===== config.mk =====
export PLATFORM = sky130hd
export DESIGN_NAME = if_fetch
export DESIGN_NICKNAME = d
export VERILOG_FILES = /design/src/rtl/if_fetch_pkg.sv /design/src/rtl/if_queue.sv /design/src/rtl/if_fetch.sv
export SDC_FILE = /design/constraint.sdc
export NUM_CORES = 1
export LEC_CHECK = 0
export CAP_MARGIN = 25
export CORE_MARGIN = 2
export CORE_UTILIZATION = 30
export CTS_CLUSTER_SIZE = 40
export DETAILED_ROUTE_END_ITERATION = 7
export PLACE_DENSITY_LB_ADDON = 0.3
export SLEW_MARGIN = 30
export SYNTH_ARGS = -nofsm -noshare
export SYNTH_HDL_FRONTEND = slang
export SYNTH_SLANG_ARGS = --single-unit

===== constraint.sdc =====
create_clock -name clk -period 2.7 [get_ports clk]
set_input_delay 0.405 -clock clk [delete_from_list [all_inputs] [get_ports clk]]
set_output_delay 0.405 -clock clk [all_outputs]
set_load 0.005 [all_outputs]

===== src/rtl/if_fetch_pkg.sv =====
// Shared constants and types for the RV32 instruction-fetch stage.
package if_fetch_pkg;

  typedef logic [31:0] inst_addr_t;
  typedef logic [31:0] inst_t;

  localparam inst_t      ZeroWord     = 32'h0000_0000;
  localparam inst_addr_t PcStep       = 32'h0000_0004;
  localparam int         IfQueueDepth = 2;
  localparam logic       ChipEnable   = 1'b1;
  localparam logic       ChipDisable  = 1'b0;

  localparam logic [0:0] IfBoot = 1'b0;
  localparam logic [0:0] IfRun  = 1'b1;

  typedef struct packed {
    inst_addr_t pc;
    inst_t      inst;
  } if_entry_t;

  // Redirect targets may carry stray low bits; instructions are word aligned.
  function automatic inst_addr_t align_word(input inst_addr_t addr);
    return {addr[31:2], 2'b00};
  endfunction

endpackage


===== src/rtl/if_queue.sv =====
// Two-entry synchronous FIFO of {pc, inst} pairs between fetch and decode.
module if_queue
  import if_fetch_pkg::*;
(
  input  logic      clk,
  input  logic      rst,
  input  logic      push,
  input  logic      pop,
  input  logic      clear,
  input  if_entry_t push_data,
  output logic      full,
  output logic      empty,
  output if_entry_t head
);

  if_entry_t  mem [IfQueueDepth];
  logic       wr_ptr;
  logic       rd_ptr;
  logic [1:0] count;

  // Clear wins over a simultaneous pop: a flushed queue is empty regardless.
  always_ff @(posedge clk) begin
    if (!rst || clear) begin
      count  <= 2'd0;
      wr_ptr <= 1'b0;
      rd_ptr <= 1'b0;
    end else begin
      if (push) wr_ptr <= ~wr_ptr;
      if (pop)  rd_ptr <= ~rd_ptr;
      count <= count + 2'(push) - 2'(pop);
    end
  end

  always_ff @(posedge clk) begin
    if (push) mem[wr_ptr] <= push_data;
  end

  assign full  = (count == 2'(IfQueueDepth));
  assign empty = (count == 2'd0);
  assign head  = mem[rd_ptr];

endmodule


===== src/rtl/if_fetch.sv =====
// Instruction fetch: owns the PC, drives the ROM and feeds decode through a
// two-entry queue, flushing it on execute redirects.
module if_fetch
  import if_fetch_pkg::*;
#(
  parameter inst_addr_t RESET_PC = 32'h0000_0000
) (
  input  logic       clk,
  input  logic       rst,
  output logic       rom_ce_o,
  output inst_addr_t rom_addr_o,
  input  inst_t      rom_inst_i,
  input  logic       branch_flag_i,
  input  inst_addr_t branch_target_i,
  output logic       if_valid_o,
  input  logic       if_ready_i,
  output inst_addr_t if_pc_o,
  output inst_t      if_inst_o
);

  // Decode handshake: if_valid_o/if_pc_o/if_inst_o never depend on
  // if_ready_i; the head is consumed on any edge where valid && ready.

  logic [0:0] state;
  logic       rst_q;
  inst_addr_t pc;
  logic       fetch;
  logic       pop;
  logic       full;
  logic       empty;
  if_entry_t  head;
  if_entry_t  push_data;

  assign fetch     = (state == IfRun) && !full && !branch_flag_i;
  assign pop       = !empty && if_ready_i;
  assign push_data = '{pc: pc, inst: rom_inst_i};

  // rst_q delays the BOOT->RUN step so BOOT spans one full cycle with rst high.
  always_ff @(posedge clk) begin
    if (!rst) begin
      state <= IfBoot;
      rst_q <= 1'b0;
    end else begin
      rst_q <= 1'b1;
      if (state == IfBoot && rst_q) state <= IfRun;
    end
  end

  always_ff @(posedge clk) begin
    if (!rst) begin
      pc <= RESET_PC;
    end else if (branch_flag_i) begin
      pc <= align_word(branch_target_i);
    end else if (fetch) begin
      pc <= pc + PcStep;
    end
  end

  if_queue u_queue (
    .clk       (clk),
    .rst       (rst),
    .push      (fetch),
    .pop       (pop),
    .clear     (branch_flag_i),
    .push_data (push_data),
    .full      (full),
    .empty     (empty),
    .head      (head)
  );

  assign rom_ce_o   = fetch ? ChipEnable : ChipDisable;
  assign rom_addr_o = pc;
  assign if_valid_o = !empty;
  assign if_pc_o    = empty ? 32'h0000_0000 : head.pc;
  assign if_inst_o  = empty ? ZeroWord : head.inst;

endmodule


After elaboration in Yosys (flattened, before gate mapping)

Memories as Yosys holds them, arrays and structs flattened. A register that Yosys moved wholly into a read port is not among the register bits.
Cells that the tools add are included.

Memory bits (writable): 128
Logic and storage cells: 37
Bits in registers: 38
Output and inout bits: 98
Memories kept: 1

Memory list:

| memory      | depth | width | rd ports | clocked after Yosys merged registers in | write ports | RTL line       | text |
|---|---|---|---|---|---|---|---|
| u_queue.mem | 2     | 64    | 1        | 1                                       | 1           | if_queue.sv:16 | `if_entry_t mem [IfQueueDepth];` |

Equal/unequal tests: 1
$add $sub $neg: 3
Mux-type cells: 9
Bitwise operators: 4
Reductions and logical operators: 12

Operator list:

| cell                    | number |
|---|---|
| $mux W32                | 4 |
| $add A32 B3 Y32 const B | 1 |
| $mux W1                 | 5 |
| $logic_and A1 B1 Y1     | 4 |
| $logic_not A1 Y1        | 4 |
| $not A1 Y1              | 4 |
| $add A2 B1 Y2           | 1 |
| $eq A2 B2 Y1 const B    | 1 |
| $logic_not A2 Y1        | 1 |
| $reduce_bool A2 Y1      | 1 |
| $reduce_or A2 Y1        | 1 |
| $sub A2 B1 Y2           | 1 |
| $logic_or A1 B1 Y1      | 1 |

Depth between registers and ports, before layout

Depth in word-level cells: 6
Mapped depth: 9
Depth with buffers taken out: 9

By module

From an unflattened synthesis, not the netlist that was laid out.

Cells, all modules: 531
Area, all modules: 7507.2 sq um

Modules (own cells, without submodules):

| module   | area an instance (sq um) | sequential area each (sq um) | times used | cells an instance |
|---|---|---|---|---|
| if_queue | 5144.9                   | 3943.8                       | 1          | 222 |
| if_fetch | 2362.3                   | 640.6                        | 1          | 309 |

Worst setup path after synthesis

No wires, ideal clock.

Kind: in2reg
From: input branch_flag_i
To: memory u_queue.mem[1][0] (netlist name), enable pin
Stages: 4
Path buffers: 2
Arrival: 2.476 ns
Required time: 2.273 ns
Library setup time: 0.427 ns
Setup slack: -0.203 ns
Cell sequence: clkbuf_1 -> clkbuf_1 -> nor2_1 -> and2_1

Cells in the longest elaborated chain, start to end: 4

Ends and longest elaborated chain:

| what                          | RTL line       | text |
|---|---|---|
| start: declaration            | if_fetch.sv:13 | `input logic branch_flag_i,` |
| $logic_not A1 Y1              | if_fetch.sv:34 | `assign fetch = (state == IfRun) && !full && !branch_flag_i;` |
| $logic_and A1 B1 Y1           | if_fetch.sv:34 |  |
| $mux W1                       | -              |  |
| named net rom_ce_o            | if_fetch.sv:10 | `output logic rom_ce_o,` |
| $mux W1 (not written as such) | if_queue.sv:35 | `if (push) mem[wr_ptr] <= push_data;` |
| end: declaration              | if_queue.sv:16 |  |

The timed path passes the listed nets, and every way through them passes these cells.

Final worst setup path

From: register u_queue.count[0]
To: output rom_ce_o

Cells in the longest elaborated chain, start to end: 5

Ends and longest elaborated chain:

| what                             | RTL line       | text |
|---|---|---|
| start: declaration               | if_queue.sv:19 | `logic [1:0] count;` |
| start signal: assignment         | if_queue.sv:30 | `count <= count + 2'(push) - 2'(pop);` |
| $eq A2 B2 Y1                     | if_queue.sv:38 | `assign full = (count == 2'(IfQueueDepth));` |
| $logic_not A1 Y1                 | if_fetch.sv:34 |  |
| $logic_and A1 B1 Y1 (2 in a row) | if_fetch.sv:34 |  |
| $mux W1                          | if_fetch.sv:71 | `assign rom_ce_o = fetch ? ChipEnable : ChipDisable;` |
| end: declaration                 | if_fetch.sv:10 |  |

Every way passes these cells.

==> impl_metrics.sql <==
INSERT INTO impl_metrics (metric_group, metric, value, unit) VALUES
('sta', 'worstMarginPinSlew', '0.592', 'ns'),
('critical_path', 'timing.critical_path.slowest_cell_delay', '0.60', 'ns'),
('critical_path', 'critical_path.reg2reg.endpoint', 'rom_addr_o[16]$_SDFFE_PN0P_', ''),
('synth', 'count_of_flip_flops_with_a_built_in_enable_after_synthesis', '124', ''),
('critical_path', 'cp_cell_sequence', 'nand2b_2 > nand2_1 > nor2_1 > clkdlybuf4s50_1', ''),
('placed_design', 'placed_cell_area', '8860', 'um^2'),
('die', 'fp-row-count', '55', ''),
('placed_design', 'buffer_ports.inserted', '159', ''),
('synth', 'synth_top_area_cell', 'edfxtp_1', ''),
('placed_design', 'gp_congestion', '0.778', ''),
('placed_design', 'dp_hpwl', '12300', 'um'),
('sta', 'timing.max_slew.rel_slack', '60.5', '%'),
('grt', 'maximum_number_of_pins_on_one_net_before_global_route_repair', '49', ''),
('layout', 'footprint_of_the_multi_input_gates', '2210', 'um^2'),
('grt', 'met3_usage', '3.29', '%'),
('placed_design', 'detailedPlace.worstSlack', '0.443', 'ns'),
('clock_network', 'numCtsBuffers', '17', ''),
('sta', 'timing.final.max_slew_violations', '0', ''),
('route', 'route.antenna.remaining_nets', '0', ''),
('critical_path', 'timing.critical_path.buf_inv', '1', ''),
('layout', 'fraction_of_layout_cells_with_a_size_suffix_above_1', '8.95', '%'),
('die', 'die_width', '155', 'um'),
('grt', 'grt.met2_usage', '24.3', '%'),
('grt', 'globalRoute.totalOverflow', '0', ''),
('route', 'detail_route.first_pass.iterations', '4', ''),
('sta', 'final_hold_viol_count', '0', ''),
('clock_network', 'clock_sink_count', '161', ''),
('die', 'io_pins', '166', ''),
('clock_network', 'path_clk_slew', '0.07', 'ns'),
('sta', 'post-route-worst-setup-slack', '0.107', 'ns'),
('synth', 'ys_async_sr_fraction', '0', '%'),
('pwr', 'power_leakage', '3.12', 'nW'),
('sta', 'max_freq', '386', 'MHz'),
('critical_path', 'timing.critical_path.arrival', '2.19', 'ns'),
('sta', 'finalSetupViolations', '0', ''),
('grt', 'grt_pass1_vias', '4955', ''),
('synth', 'synthesis.yosys.warnings', '0', ''),
('critical_path', 'crit_type', 'reg -> out', ''),
('critical_path', 'reg2reg_slack', '0.47', 'ns'),
('hold_path', 'hold_end', 'state$_SDFFE_PN0P_', ''),
('route', 'initialDrtViolationCount', '278', ''),
('sta', 'timing.final.crit_share', '96.0', '%'),
('layout', 'flow.area_growth_from_synthesis', '38.7', '%'),
('clock_network', 'ctsHtreeMaxLevel', '4', ''),
('die', 'core_area', '22500', 'um^2'),
('critical_path', 'worst_r2r_path_depth', '5', ''),
('critical_path', 'timing.critical_path.to_type', 'output pin', ''),
('sta', 'hold_ws', '0.431', 'ns'),
('synth', 'post_synth.cell_area_avg', '12.8', 'um^2'),
('synth', 'synth_cell_type_count', '50', ''),
('route', 'post_drt_wl_per_cell', '17.5', 'um'),
('grt', 'grt_util_all_layers', '14.7', '%'),
('route', 'vias', '4834', ''),
('clock_network', 'clock_latency', '0.42', 'ns'),
('grt', 'grt_first_pass_wirelength', '27400', 'um'),
('layout', 'design_area', '9480', 'um^2'),
('sta', 'rsz_0062_raised_after_global_routing', 'false', ''),
('grt', 'grt_antenna_before_repair', '0', ''),
('pwr', 'totalPowerFinal', '5.87', 'mW'),
('die', 'initial_standard_cell_utilization_of_the_core', '30.4', '%'),
('synth', 'syn-cell-area', '6840', 'um^2'),
('synth', 'synth-main-ff-cell', 'edfxtp_1', ''),
('clock_network', 'cts_hold_repair.buffers', '0', ''),
('outcome', 'outcome', 'finished, final reports clean', ''),
('layout', 'final-seq-area', '4470', 'um^2'),
('sta', 'period_needed', '2.59', 'ns'),
('sta', 'finalClockSkew', '0.00986', 'ns'),
('grt', 'met1_track_utilization_from_global_routing', '19.4', '%'),
('critical_path', 'start_kind', 'register', ''),
('hold_path', 'hold_crit_class', 'reg -> reg', ''),
('layout', 'fill_cells', '2093', '');
==> kinds of logic (layout without fill, tap and decap cells) <==
kind of cell | count (synthesis) | in the layout | share of synthesized area, %
AOI/OAI and AO/OA | 67 | 67 | 6.79
adders and majority gates | 3 | 3 | 0.549
and+or+nand+nor | 188 | 188 | 14.1
buffers and inverters | 42 | 219 | 2.67
other | 1 | 4 | 0.0549
xor gates and xnor gates | 10 | 10 | 1.28
DFF | 161 | 161 | 65.3
muxes | 63 | 63 | 9.22
==> cell usage in the layout (no fill, tap or decap), drive strengths merged, types with 10 or more instances in the layout <==
cell type and count:
nor3 10, dfxtp 37, buf 23, inv 13
clkbuf 17, clkdlybuf4s50 159, edfxtp 124, nand3 13
nand2 19, o21ai 21, nor2 75, mux2i 63
nand4 12
==> flip-flops by register name, summed over array words and instances, names as in the netlist, named ones only <==
register,flops
rst_q,1
u_queue.mem,124
state,1
rom_addr_o,30
u_queue.rd_ptr,1
u_queue.wr_ptr,1
u_queue.count,2
==> repair_timing <==
action	in CTS	in global routing
setup buffers	0	0
endpoints found under the hold margin	0	0
endpoints found under the setup margin	1	0
resized for setup	1	0
==> through the flow <==
| step | cells | util (%) |
|---|---|---|
| floorplan | 538 | - |
| global placement | 968 | 39.4 |
| detailed placement | 968 | 39.4 |
| CTS | 1000 | 42.1 |
| global route | 1000 | 42.1 |
| finish | 1000 | 42.1 |
==> metal layers <==
metal | routed length [um] | vias to the layer above
li1 | - | 2352
met1 | 8170 | 2311
met2 | 8260 | 158
met3 | 869 | 13
met4 | 184 | 0
met5 | 0 | -
==> report_power, final <==
group | switching (mW) | internal, mW
clock network | 1.05 | 1.49
logic | 0.215 | 0.286
registers | 0.0797 | 2.76
==> final cells by class <==
| class | count | area share, % |
|---|---|---|
| Sequential cell | 161 | 47.1 |
| Multi-Input combinational cell | 335 | 23.3 |
| Timing Repair Buffer | 182 | 19.0 |
| Clock buffer | 17 | 4.49 |
| Tap cell | 285 | 3.76 |
| Clock inverter | 15 | 2.06 |
| Inverter | 5 | 0.237 |
==> worst max path at each step <==
stage                                startpoint                          end  slack, ns  cells past startpoint
finish              u_queue.count[0]$_SDFF_PP0_                     rom_ce_o       0.11                      4
detailed placement                branch_flag_i                     rom_ce_o       0.44                      3
global route        u_queue.count[0]$_SDFF_PP0_                     rom_ce_o      0.006                      4
CTS                 u_queue.count[0]$_SDFF_PP0_                     rom_ce_o       0.08                      4
floorplan                         branch_flag_i  u_queue.mem[0][0]$_DFFE_PP_       0.28                      4
global placement                  branch_flag_i                     rom_ce_o       0.45                      3
==> worst register-to-register path, cell delays in order (launching register included) <==
cell     delay, ns
dfxtp_1       0.45
ha_1          0.20
nand2_2       0.10
or3_1         0.64
or4_1         0.58
a31oi_1       0.19
Power figures use the tool's default switching activity.
